`src/rtl/gather_turn_sched.sv`:
```
// Kernel-turn sequencer: LOAD -> ACCUM -> SETTLE(2) -> DRAIN(4 words) per turn; start->kernel_req 2 cycles, last beat->rd_req >=3.
// Waits indefinitely on kernel_ack, in_valid and rd_ready; GATHER_PERF_EN adds the perf_stall_cnt output.
module gather_turn_sched #(
  parameter int NO_OF_KERNEL = 16,
  parameter int CH_WIDTH     = 7,
  parameter int TURN_WIDTH   = ($clog2(NO_OF_KERNEL/4) < 1) ? 1 : $clog2(NO_OF_KERNEL/4)
) (
  input  logic                  clk,
  input  logic                  rst,
  input  logic                  start,
  input  logic [CH_WIDTH-1:0]   cfg_channel_per_kernel,
  output logic                  kernel_req,
  input  logic                  kernel_ack,
  input  logic                  in_valid,
  output logic                  in_ready,
  output logic                  valid_coming,
  output logic [CH_WIDTH-1:0]   cur_channel,
  output logic                  last_channel,
  output logic                  rd_req,
  input  logic                  rd_ready,
  output logic [TURN_WIDTH-1:0] turn_idx,
  output logic                  busy,
  output logic                  done,
  output logic                  cfg_err
`ifdef GATHER_PERF_EN
  ,
  output logic [31:0]           perf_stall_cnt
`endif
);

  localparam logic [2:0] S_IDLE   = 3'd0;
  localparam logic [2:0] S_LOAD   = 3'd1;
  localparam logic [2:0] S_ACCUM  = 3'd2;
  localparam logic [2:0] S_SETTLE = 3'd3;
  localparam logic [2:0] S_DRAIN  = 3'd4;
  localparam logic [2:0] S_DONE   = 3'd5;

  localparam logic [TURN_WIDTH-1:0] LAST_TURN = TURN_WIDTH'(NO_OF_KERNEL/4 - 1);
  localparam logic [TURN_WIDTH-1:0] TURN_ONE  = 1;
  localparam logic [CH_WIDTH:0]     CH_ONE    = 1;

  logic [2:0]          state;
  logic [CH_WIDTH-1:0] cfg_q;
  // One extra bit so a full 2^CH_WIDTH-1 channel turn never wraps the compare.
  logic [CH_WIDTH:0]   ch_cnt;
  logic [CH_WIDTH:0]   ch_nxt;
  logic [1:0]          wd_cnt;
  logic                settle_cnt;
  logic                beat;
  logic                at_last;
  logic                start_ok;

  assign in_ready     = (state == S_ACCUM);
  assign beat         = in_valid & in_ready;
  assign ch_nxt       = ch_cnt + CH_ONE;
  assign at_last      = (ch_nxt == {1'b0, cfg_q});
  assign valid_coming = beat;
  assign cur_channel  = beat ? ch_nxt[CH_WIDTH-1:0] : '0;
  assign last_channel = beat & at_last;
  assign rd_req       = (state == S_DRAIN) & rd_ready;
  assign start_ok     = (state == S_IDLE) & start & (cfg_channel_per_kernel != '0);

  always_ff @(posedge clk or posedge rst) begin
    if (rst) begin
      state      <= S_IDLE;
      cfg_q      <= '0;
      ch_cnt     <= '0;
      wd_cnt     <= '0;
      settle_cnt <= 1'b0;
      kernel_req <= 1'b0;
      turn_idx   <= '0;
      busy       <= 1'b0;
      done       <= 1'b0;
      cfg_err    <= 1'b0;
    end else begin
      done <= 1'b0;
      case (state)
        S_IDLE: begin
          if (start_ok) begin
            cfg_q    <= cfg_channel_per_kernel;
            turn_idx <= '0;
            busy     <= 1'b1;
            state    <= S_LOAD;
          end else if (start) begin
            cfg_err <= 1'b1;
          end
        end
        S_LOAD: begin
          // Request goes out one cycle after entry; an ack is only honoured while it is up.
          if (kernel_req && kernel_ack) begin
            kernel_req <= 1'b0;
            ch_cnt     <= '0;
            state      <= S_ACCUM;
          end else begin
            kernel_req <= 1'b1;
          end
        end
        S_ACCUM: begin
          if (beat) begin
            ch_cnt <= ch_nxt;
            if (at_last) begin
              settle_cnt <= 1'b0;
              state      <= S_SETTLE;
            end
          end
        end
        S_SETTLE: begin
          settle_cnt <= ~settle_cnt;
          if (settle_cnt) begin
            wd_cnt <= '0;
            state  <= S_DRAIN;
          end
        end
        S_DRAIN: begin
          if (rd_ready) begin
            wd_cnt <= wd_cnt + 2'd1;
            if (wd_cnt == 2'd3) begin
              if (turn_idx == LAST_TURN) begin
                done  <= 1'b1;
                state <= S_DONE;
              end else begin
                turn_idx <= turn_idx + TURN_ONE;
                state    <= S_LOAD;
              end
            end
          end
        end
        S_DONE: begin
          busy  <= 1'b0;
          state <= S_IDLE;
        end
        default: begin
          state <= S_IDLE;
          busy  <= 1'b0;
        end
      endcase
    end
  end

`ifdef GATHER_PERF_EN
  always_ff @(posedge clk or posedge rst) begin
    if (rst) begin
      perf_stall_cnt <= '0;
    end else if (start_ok) begin
      perf_stall_cnt <= '0;
    end else if (((state == S_ACCUM) && !in_valid) || ((state == S_DRAIN) && !rd_ready)) begin
      if (perf_stall_cnt != '1) perf_stall_cnt <= perf_stall_cnt + 32'd1;
    end
  end
`endif

endmodule

```
`config.mk`:
```
export PLATFORM = sky130hd
export DESIGN_NAME = gather_turn_sched
export DESIGN_NICKNAME = d
export VERILOG_FILES = /design/src/rtl/gather_turn_sched.sv
export SDC_FILE = /design/constraint.sdc
export NUM_CORES = 1
export LEC_CHECK = 0
export ABC_AREA = 1
export BUFFER_PORTS_ARGS = -buffer_cell sky130_fd_sc_hd__buf_2
export CAP_MARGIN = 0
export CORE_MARGIN = 8
export CORE_UTILIZATION = 55
export DETAILED_ROUTE_END_ITERATION = 10
export GPL_TIMING_DRIVEN = 0
export PLACE_DENSITY = 0.79
export SLEW_MARGIN = 20
export SYNTH_ARGS = -nofsm -noshare
export SYNTH_HDL_FRONTEND = slang
export SYNTH_SLANG_ARGS = --single-unit
```
`constraint.sdc`:
```
create_clock -name clk -period 2.1 [get_ports clk]
set_input_delay 0.525 -clock clk [delete_from_list [all_inputs] [get_ports clk]]
set_output_delay 0.525 -clock clk [all_outputs]
set_load 0.03 [all_outputs]
```
==> results of run 1 <==
-- cells in the mapped netlist (all sizes together) --
cell    instances  share of area, %
nor3            3               1.2
o21ai          13               4.0
xnor2           1              0.54
nand3          21               7.1
o31ai           1              0.47
inv            41               9.5
buf             2               1.0
ha              3               2.3
o22ai           5               2.3
a22o            1              0.54
or2             1              0.39
nor2b           1              0.39
nand4           2              0.78
nor2           28               8.2
o21bai          1              0.47
a21oi           5               2.0
xor2            1              0.54
dfrtp          27                42
a31o            1              0.54
nand2          65                16
-- stage by stage --
stage | setup WS (ns) | TNS (ns)
final | -0.430 | -1.05
after global routing | -0.573 | -1.91
after CTS | -0.427 | -1.40
after detailed placement | -0.254 | -0.254
after global placement | -0.230 | -0.230
after floorplan | -0.0831 | -0.523
-- logic make-up after synthesis --
logic type      after synthesis  synth area share, %
flops                        27                 41.9
simple gates                121                 33.7
fa+ha+maj                     3                 2.33
compound gates               27                 10.4
buf+inv                      43                 10.6
xor+xnor                      2                 1.09
-- path summary, 6_finish.rpt --
check                                          start      endpoint  slack (ns)  depth (start not counted)
setup / recovery                           ch_cnt[0]  last_channel       -0.43                         10
hold / removal                                   rst     wd_cnt[0]        0.27                          2
setup reg to reg                           ch_cnt[0]    settle_cnt        0.18                         12
hold reg to reg                              cfg_err       cfg_err        0.49                          1
max in group asynchronous                        rst      state[2]        1.35                          2
min in group clk           cfg_channel_per_kernel[4]      cfg_q[4]        0.41                          3
-- final cells by class --
class                      instances  area share, %
multi-input combinational        153           41.7
sequential                        27           31.8
tap                               31           1.81
clock buffer                       3           1.05
clock inverter                     1          0.234
timing repair buffer              43           14.9
inverter                          41           7.32
buffer                             2           1.17
-- power by group through the flow --
stage          sequential, mW  combinational (mW)  clock (mW)
3_3_place_gp            0.835                1.09           0
3_5_place_dp            0.840                1.12           0
5_1_grt                 0.838                1.54       0.249
6_report                0.821                1.39       0.222
4_1_cts                 0.818                1.24       0.230
2_1_floorplan           0.873               0.828           0
-- registers in the layout (all words and copies together) (netlist names) --
name        cells
cfg_err         1
ch_cnt          8
wd_cnt          2
state           3
busy            1
settle_cnt      1
kernel_req      1
cfg_q           7
done            1
turn_idx        2
-- repair_timing --
action / CTS / global route
pin swaps: 2 / 11
gates resized for setup: 30 / 16
cloned: 0 / 0
endpoints found under the setup margin: 9 / 10
buffers inserted: 11 / 8
-- placed cells by master (no fill, tap or decap) --
| cell type | instances |
|---|---|
| a21oi_2 | 3 |
| nor3_4 | 1 |
| dfrtp_1 | 24 |
| ha_4 | 1 |
| xor2_1 | 1 |
| nand3_2 | 3 |
| inv_4 | 1 |
| a21oi_1 | 2 |
| dfrtp_2 | 3 |
| buf_6 | 12 |
| clkinv_2 | 1 |
| nor2_4 | 13 |
| clkbuf_4 | 3 |
| o21ai_0 | 9 |
| buf_2 | 21 |
| nor2b_1 | 1 |
| inv_2 | 7 |
| nor2_2 | 4 |
| clkinv_1 | 1 |
| nand4_1 | 2 |
| o22ai_2 | 1 |
| inv_1 | 32 |
| or2_4 | 1 |
| buf_12 | 1 |
| o21bai_1 | 1 |
| a31o_2 | 1 |
| buf_4 | 11 |
| o22ai_1 | 4 |
| nor2_1 | 11 |
| xnor2_1 | 1 |
| a22o_1 | 1 |
| o31ai_1 | 1 |
| nor3_1 | 2 |
| nand3_1 | 18 |
| nand2_2 | 9 |
| o21ai_1 | 4 |
| nand2_1 | 56 |
| ha_1 | 2 |
-- layer usage --
layer	wire length (um)	GRT usage, %	vias up
li1	-	-	795
met1	1790	20.2	720
met2	1890	26.0	56
met3	268	5.08	4
met4	31	3.57	0
met5	0	0	-
==> flow_summary_export.csv, run 1 <==
group,metric,value,unit
cells_and_area,post-route-util,76.8,%
sta,finalMaxSlewViolations,0,
run,drv_cap,0,
run_status,violations,"negative setup slack",
cells_and_area,fillCellCount,196,
floorplan,rows,19,
cells_and_area,multi_input_area,892,sq um
cells_and_area,seq_area,679,sq um
sta,worst_slack,-0.430,ns
floorplan,die_w,70.2,um
worst_setup_path,cp.required,1.57,ns
placed_design,hpwlAfterDp,2.88,mm
clocking,clock-sinks,27,
clocking,clkLatencyLatePin,0.33,ns
worst_hold_path,hold_path.class,"in -> async",
global_routing,grt_first_pass_wirelength,6.70,mm
floorplan,core,0.00278,sq mm
pwr,combPwrFrac,57.2,%
global_routing,overflow,0,
synthesis,synth_fp_nets,239,
routing,drc_errors,0,
cells_and_area,syn2layout_area_growth,32.5,%
clocking,clk_path_buf_depth,2,
clocking,cts_htree_levels,1,
clocking,cts_buffers,3,
routing,routedWlPerCell,13.2,um
routing,dr.pass1.iters,4,
pwr,swShare,47.1,%
pwr,p_seq_share,33.7,%
global_routing,grt_max_degree,28,
sta,fin_crit_sh,120,%
placed_design,routabilityCongestion,0.929,
global_routing,antenna_found_initial,0,
synthesis,synthDistinctLibCells,30,
pwr,leakagePower,1.05,nW
synthesis,syn_area,0.00161,sq mm
pwr,pwr-share-clk,9.1,%
pwr,p_int,1.29,mW
routing,vias_per_cell,5.23,
worst_setup_path,cp-end-kind,"output port",
floorplan,fp.dieH,70.2,um
worst_setup_path,crit_chain,"ha_4 -> or2_4 -> nand3_2 -> nand2_2 -> nor2_2 -> nand3_1 -> nor2_1 -> nand4_1 -> inv_1 -> buf_6",
sta,slew_headroom,35.6,%
cells_and_area,stdcell_count,301,
pwr,switching_power,1.15,mW
sta,worstMarginPinSlew,0.960,ns
worst_setup_path,crit_path_max_fanout,3,
pwr,power_density,1140,mW/mm^2
synthesis,yosys_warnings,0,
clocking,postCtsHoldBufs,0,
sta,final-setup-viol-count,8,
cells_and_area,final_nets,287,
worst_setup_path,critPathBufInv,2,
routing,drt_wl_total,3.98,mm
floorplan,die-area,0.00492,sq mm
synthesis,ys_ff_latch,27,
placed_design,place_area,0.00185,sq mm
sta,rsz0062_at_grt,"true",
synthesis,ys_seq_area_share,41.9,%
routing,vias,1575,
worst_setup_path,cp_slowest_stage_delay,0.46,ns
sta,hold_viol_final,0,
floorplan,start_util,58.0,%
clocking,clk_pin_slew,0.14,ns
cells_and_area,final_area,0.00214,sq mm
sta,finClkSkew,0.00710,ns
worst_setup_path,criticalPathCategory,"reg -> out",
cells_and_area,diodes,0,
worst_setup_path,cp-start-kind,"register",
pwr,p_total,2.44,mW
cells_and_area,drive_above_1_share,35.9,%
global_routing,grt_usage,16.0,%
worst_setup_path,worstPathArrival,2.00,ns
clocking,cts_root_buf,"clkbuf_4",
sta,fmax,0.395,GHz
routing,drt-initial-drc-count,113,
synthesis,synthCells,223,
clocking,cts_tree,"built",
floorplan,pin_count,30,
synthesis,syn_area_per_cell,7.23,sq um
routing,antenna_left,0,
global_routing,grt_pass1_vias,1544,
sta,finalCriticalPeriod,2.53,ns
sta,worst_hold_slack,0.269,ns
worst_setup_path,cp_slowest_cell,"dfrtp_2",
placed_design,portBuffers,29,
placed_design,numPlacedInstances,283,
run_status,status,"finished with violations",
worst_setup_path,cpLargestDelayFamily,"simple AND/OR/NAND/NOR gates",
pwr,peakVddDrop,1090,uV
Power figures use the tool's default switching activity.
==> run 2, diff against run 1 <==
--- a/config.mk
+++ b/config.mk
@@ -8,7 +8,7 @@
 export ABC_AREA = 1
 export BUFFER_PORTS_ARGS = -buffer_cell sky130_fd_sc_hd__buf_2
 export CAP_MARGIN = 0
-export CORE_MARGIN = 8
+export CORE_MARGIN = 2
 export CORE_UTILIZATION = 55
 export DETAILED_ROUTE_END_ITERATION = 10
 export GPL_TIMING_DRIVEN = 0
==> run 2 against run 1 <==
  * The flow still finishes with violations (negative setup slack)
  * Critical path depth is 2 higher
  * Clock-buffer cell count did not move
  * Sequential share of layout area is 1.1 points lower
  * Combinational power increased by 8%
  * Power increased by 5.5%
  * Non-clock buffer count is 7 higher
  * Critical endpoint unchanged
  * Largest power group unchanged
==> flow_summary_export.csv, run 2 (same netlist as run 1, synthesis figures left out) <==
group,metric,value,unit
run_status,status,"finished with violations",
run_status,violations,"negative setup slack",
global_routing,grt_first_pass_wirelength,6.56,mm
worst_setup_path,cp_slowest_stage_delay,0.42,ns
clocking,cts_buffers,3,
floorplan,die_w,58.2,um
placed_design,portBuffers,29,
placed_design,place_area,0.00185,sq mm
worst_setup_path,criticalPathCategory,"reg -> out",
sta,final-setup-viol-count,9,
clocking,clk_path_buf_depth,2,
placed_design,hpwlAfterDp,2.65,mm
worst_setup_path,cp-start-kind,"register",
cells_and_area,largestRegisters,"ch_cnt: 8 flops, cfg_q: 7 flops, state: 3 flops",
sta,fin_crit_sh,120,%
sta,hold_viol_final,0,
routing,dr.pass1.iters,4,
sta,fmax,0.396,GHz
clocking,clk_pin_slew,0.16,ns
worst_hold_path,hold_path.class,"in -> async",
cells_and_area,drive_above_1_share,38.3,%
cells_and_area,regMostFlops,"ch_cnt",
sta,finClkSkew,0.00864,ns
floorplan,pin_count,30,
floorplan,core,0.00278,sq mm
routing,drt_wl_total,4.22,mm
worst_setup_path,cp-end-kind,"output port",
global_routing,grt_usage,25.7,%
sta,setup_tns,-1.30,ns
clocking,cts_htree_levels,1,
pwr,leakagePower,1.09,nW
worst_setup_path,cp.required,1.57,ns
placed_design,routabilityCongestion,0.868,
cells_and_area,largest_reg_flops,8,
cells_and_area,final_area,0.00221,sq mm
cells_and_area,post-route-util,79.5,%
routing,vias,1631,
sta,finalCriticalPeriod,2.53,ns
clocking,clock-sinks,27,
worst_setup_path,worstPathArrival,2.00,ns
floorplan,fp.dieH,58.2,um
clocking,cts_root_buf,"clkbuf_4",
global_routing,antenna_found_initial,0,
floorplan,rows,19,
routing,vias_per_cell,5.30,
global_routing,grt_pass1_vias,1447,
worst_setup_path,cp_slowest_cell,"dfrtp_2",
floorplan,start_util,58.0,%
sta,rsz0062_at_grt,"true",
pwr,peakVddDrop,1120,uV
cells_and_area,diodes,0,
floorplan,die-area,0.00338,sq mm
global_routing,grt_max_degree,28,
worst_setup_path,reg2reg_slack,0.19,ns
cells_and_area,syn2layout_area_growth,37.1,%
sta,slew_headroom,36.2,%
sta,worstMarginPinSlew,0.951,ns
worst_setup_path,crit_chain,"buf_4 -> nand3_2 -> nor2_2 -> nand3_1 -> nand2_1 -> nand2_1 -> inv_1 -> nand2_1 -> inv_1 -> nand4_1 -> inv_1 -> buf_6",
routing,drc_errors,0,
sta,worst_slack,-0.426,ns
clocking,clkLatencyLatePin,0.34,ns
run,drv_cap,0,
clocking,cts_tree,"built",
routing,antenna_left,0,
cells_and_area,final_common_cell,"nand2_1",
cells_and_area,final_nets,294,
sta,finalMaxSlewViolations,0,
pwr,p_total,2.57,mW
pwr,power_density,1160,mW/mm^2
cells_and_area,mostFrequentLayoutCells,"nand2_1, inv_1, dfrtp_1, buf_2, nand3_1",
worst_setup_path,crit_path_max_fanout,5,
global_routing,overflow,0,
routing,drt-initial-drc-count,111,
routing,routedWlPerCell,13.7,um
run 2: cell count changes in the layout (fill, tap and decap cells not counted), sizes merged:
cell | before | now
buf | 45 | 52
clkinv | 2 | 1
clkinvlp | 0 | 1
run 2: through the flow:
step | hold slack, ns | std cells | setup slack (ns)
after floorplan | 0.464 | 223 | -0.0831
after global placement | 0.453 | 283 | -0.236
after detailed placement | 0.455 | 283 | -0.242
after CTS | 0.400 | 306 | -0.412
after global routing | 0.302 | 308 | -0.537
final | 0.248 | 308 | -0.426
run 2: final timing paths:
kind / start / endpoint / depth (start not counted)
worst max-delay path: ch_cnt[0] / last_channel / 12
max in group asynchronous: rst / ch_cnt[0] / 2
min in group clk: cfg_channel_per_kernel[2] / cfg_q[2] / 3
worst min register to register: cfg_err / cfg_err / 1
worst max register to register: ch_cnt[0] / settle_cnt / 14
worst min-delay path: rst / wd_cnt[1] / 2
run 2: layout make-up:
type	count	area [sq um]
clock buffers	3	22.5
flip-flops and latches	27	679
plain buffers	2	25.0
clock inverters	1	7.51
well taps	31	38.8
repair buffers	50	392
multi-input cells	153	890
inverters	41	156
fillers	203	571
run 2: metal layers:
metal	vias to the layer above	share of wire [%]	global-route usage, %
li1	808	-	-
met2	68	47	39.8
met5	-	0	0
met3	12	5.4	2.46
met1	743	45	36.9
met4	0	2.4	11.0
run 2: worst max-delay path, delay by kind of cell (launching register included):
family,cells,cell delay [ns]
flops,1,0.42
buf+inv,5,0.54
simple gates,7,0.69
run 2: timing repair:
| item | CTS | global route |
|---|---|---|
| pin swaps | 2 | 3 |
| hold buffers | 0 | 0 |
| endpoints found under the setup margin | 10 | 11 |
| gates resized for setup | 39 | 15 |
| buffers inserted | 19 | 8 |
run 2: where the power goes:
group          internal (mW)  switching [mW]  total [mW]  leakage, nW
registers              0.689           0.138       0.827        0.347
logic                  0.599           0.905        1.50        0.727
clock network         0.0732           0.167       0.240       0.0139
==> run 3, diff against run 2 <==
--- a/config.mk
+++ b/config.mk
@@ -9,10 +9,11 @@
 export BUFFER_PORTS_ARGS = -buffer_cell sky130_fd_sc_hd__buf_2
 export CAP_MARGIN = 0
 export CORE_MARGIN = 2
-export CORE_UTILIZATION = 55
+export CORE_UTILIZATION = 57
+export CTS_BUF_LIST = sky130_fd_sc_hd__clkbuf_8
 export DETAILED_ROUTE_END_ITERATION = 10
 export GPL_TIMING_DRIVEN = 0
-export PLACE_DENSITY = 0.79
+export PLACE_DENSITY = 0.82
 export SLEW_MARGIN = 20
 export SYNTH_ARGS = -nofsm -noshare
 export SYNTH_HDL_FRONTEND = slang
==> run 3 against run 2 <==
  * The run still ends with negative setup slack left
  * Maximum frequency is 2.8% higher
  * Clock skew is 0.0071 ns lower
  * Wire length is 6.8% lower
  * Clock power is 32% higher
  * First-iteration DRC count is 43% lower
  * Non-clock buffer count is 9 lower
  * Die area is 3.3% lower
  * Final cell count is 2.9% lower
  * Register-to-register slack better by 0.14 ns
  * Hold slack worse by 0.069 ns
==> flow_summary_export.csv, run 3 (same netlist as run 1, synthesis figures left out) <==
group,metric,value,unit
cells_and_area,diodes,0,
clocking,cts_buffers,3,
routing,drc_errors,0,
floorplan,rows,19,
cells_and_area,drive_above_1_share,36.2,%
sta,worst_slack,-0.358,ns
pwr,swShare,46.6,%
run,drv_cap,0,
cells_and_area,mostFrequentLayoutCells,"nand2_1, inv_1, dfrtp_1, buf_2, nand3_1",
placed_design,portBuffers,29,
sta,finClkSkew,0.00155,ns
routing,vias_per_cell,5.17,
clocking,clk_path_buf_depth,2,
pwr,peakVddDrop,1270,uV
worst_setup_path,crit_path_max_fanout,3,
sta,final-setup-viol-count,7,
sta,finalCriticalPeriod,2.46,ns
placed_design,numPlacedInstances,283,
cells_and_area,stdcell_count,299,
pwr,pwr-share-clk,12.7,%
worst_setup_path,cpLargestDelayFamily,"simple AND/OR/NAND/NOR gates",
pwr,p_total,2.51,mW
worst_setup_path,cp_slowest_stage_delay,0.44,ns
floorplan,die_w,57.2,um
worst_setup_path,cp-end-kind,"output port",
clocking,cts_tree,"built",
run_status,violations,"negative setup slack",
sta,fmax,0.407,GHz
pwr,combPwrFrac,54.6,%
global_routing,grt.busiest_layer,"met2",
clocking,clk_pin_slew,0.10,ns
pwr,power_density,1170,mW/mm^2
global_routing,overflow,0,
floorplan,start_util,59.5,%
floorplan,fp.dieH,57.2,um
global_routing,use_met3,1.36,%
sta,fin_crit_sh,117,%
clocking,clkLatencyLatePin,0.28,ns
global_routing,met1_usage,36.6,%
sta,hold_viol_final,0,
run_status,status,"finished with violations",
routing,antenna_left,0,
cells_and_area,regMostFlops,"ch_cnt",
routing,dr.pass1.iters,5,
pwr,switching_power,1.17,mW
global_routing,grt_first_pass_wirelength,6.33,mm
worst_setup_path,critPathBufInv,2,
cells_and_area,final_nets,285,
cells_and_area,largestRegisters,"ch_cnt: 8 flops, cfg_q: 7 flops, state: 3 flops",
placed_design,place_area,0.00185,sq mm
pwr,leakagePower,1.07,nW
global_routing,use_met2,39.1,%
routing,drt-initial-drc-count,63,
placed_design,routabilityCongestion,0.854,
cells_and_area,final_common_cell,"nand2_1",
cells_and_area,largest_reg_flops,8,
sta,rsz0062_at_grt,"true",
clocking,cts_root_buf,"clkbuf_8",
global_routing,grt_usage,25.1,%
worst_setup_path,path_common_cell,"nor2_1",
routing,routedWlPerCell,13.1,um
worst_setup_path,criticalPathCategory,"reg -> out",
clocking,postCtsHoldBufs,0,
global_routing,grt_pass1_vias,1411,
placed_design,place_ws,-0.243,ns
clocking,clock-sinks,27,
cells_and_area,post-route-util,79.3,%
pwr,p_int,1.34,mW
sta,slew_headroom,68.9,%
placed_design,hpwlAfterDp,2.60,mm
global_routing,grt_max_degree,28,
sta,worstMarginPinSlew,0.463,ns
worst_setup_path,cp_slowest_cell,"dfrtp_1",
worst_hold_path,hold_path.class,"in -> async",
cells_and_area,final_area,0.00215,sq mm
routing,vias,1547,
cells_and_area,syn2layout_area_growth,33.3,%
pwr,p_seq_share,32.7,%
sta,finalMaxSlewViolations,0,
routing,drt_wl_total,3.93,mm
worst_setup_path,cp-start-kind,"register",
floorplan,core,0.00271,sq mm
clocking,cts_htree_levels,1,
worst_setup_path,crit_chain,"ha_4 -> or2_4 -> nand3_2 -> nand2_2 -> nor2_1 -> nand3_1 -> nor2_1 -> nand4_1 -> inv_1 -> buf_6",
worst_setup_path,worstPathArrival,1.93,ns
floorplan,pin_count,30,
worst_setup_path,cp.required,1.57,ns
global_routing,antenna_found_initial,0,
floorplan,die-area,0.00327,sq mm
-- run 3: changes by cell type in the layout (fill, tap and decap cells not counted), moves of 2 or more --
cell / before / now
buf_4: 14 / 12
clkbuf_4: 3 / 0
buf_6: 17 / 8
clkbuf_8: 0 / 3
-- run 3: what timing repair did --
item                                    in CTS  in global routing
gates resized for setup                     25                 18
buffers inserted                             7                  4
pin swaps                                    1                  9
endpoints found under the setup margin       8                  9
-- run 3: layout make-up --
| cell class | instances | area (sq um) |
|---|---|---|
| multi-input cells | 153 | 897 |
| flip-flops and latches | 27 | 678 |
| fillers | 182 | 561 |
| repair buffers | 41 | 308 |
| inverters | 41 | 154 |
| clock buffers | 3 | 41.3 |
| well taps | 31 | 38.8 |
| plain buffers | 2 | 25.0 |
| clock inverters | 1 | 7.51 |
-- run 3: worst paths after layout --
check | start | to | slack (ns) | cells after the start
worst max-delay path | ch_cnt[1] | last_channel | -0.36 | 10
worst min-delay path | rst | wd_cnt[0] | 0.18 | 2
worst max register to register | ch_cnt[1] | settle_cnt | 0.33 | 11
worst min register to register | cfg_err | cfg_err | 0.49 | 1
max in group asynchronous | rst | ch_cnt[0] | 1.52 | 3
min in group clk | cfg_channel_per_kernel[5] | cfg_q[5] | 0.46 | 3
-- run 3: through the flow --
step | TNS [ns] | hold slack, ns
after floorplan | -0.523 | 0.464
after global routing | -1.04 | 0.196
after global placement | -0.229 | 0.454
after detailed placement | -0.243 | 0.459
after CTS | -0.461 | 0.462
final | -0.549 | 0.179
-- run 3: power by group through the flow --
stage	Clock (mW)	Sequential (mW)	Combinational, mW
3_5_place_dp	0	0.843	1.10
5_1_grt	0.336	0.840	1.52
3_3_place_gp	0	0.831	1.09
4_1_cts	0.317	0.808	1.24
6_report	0.318	0.819	1.37
2_1_floorplan	0	0.873	0.828
-- run 3: layer usage --
layer  up-vias  part of all wire [%]
met3        11                   4.4
met1       687                    46
li1        792                     -
met5         -                     0
met2        57                    48
met4         0                   2.2
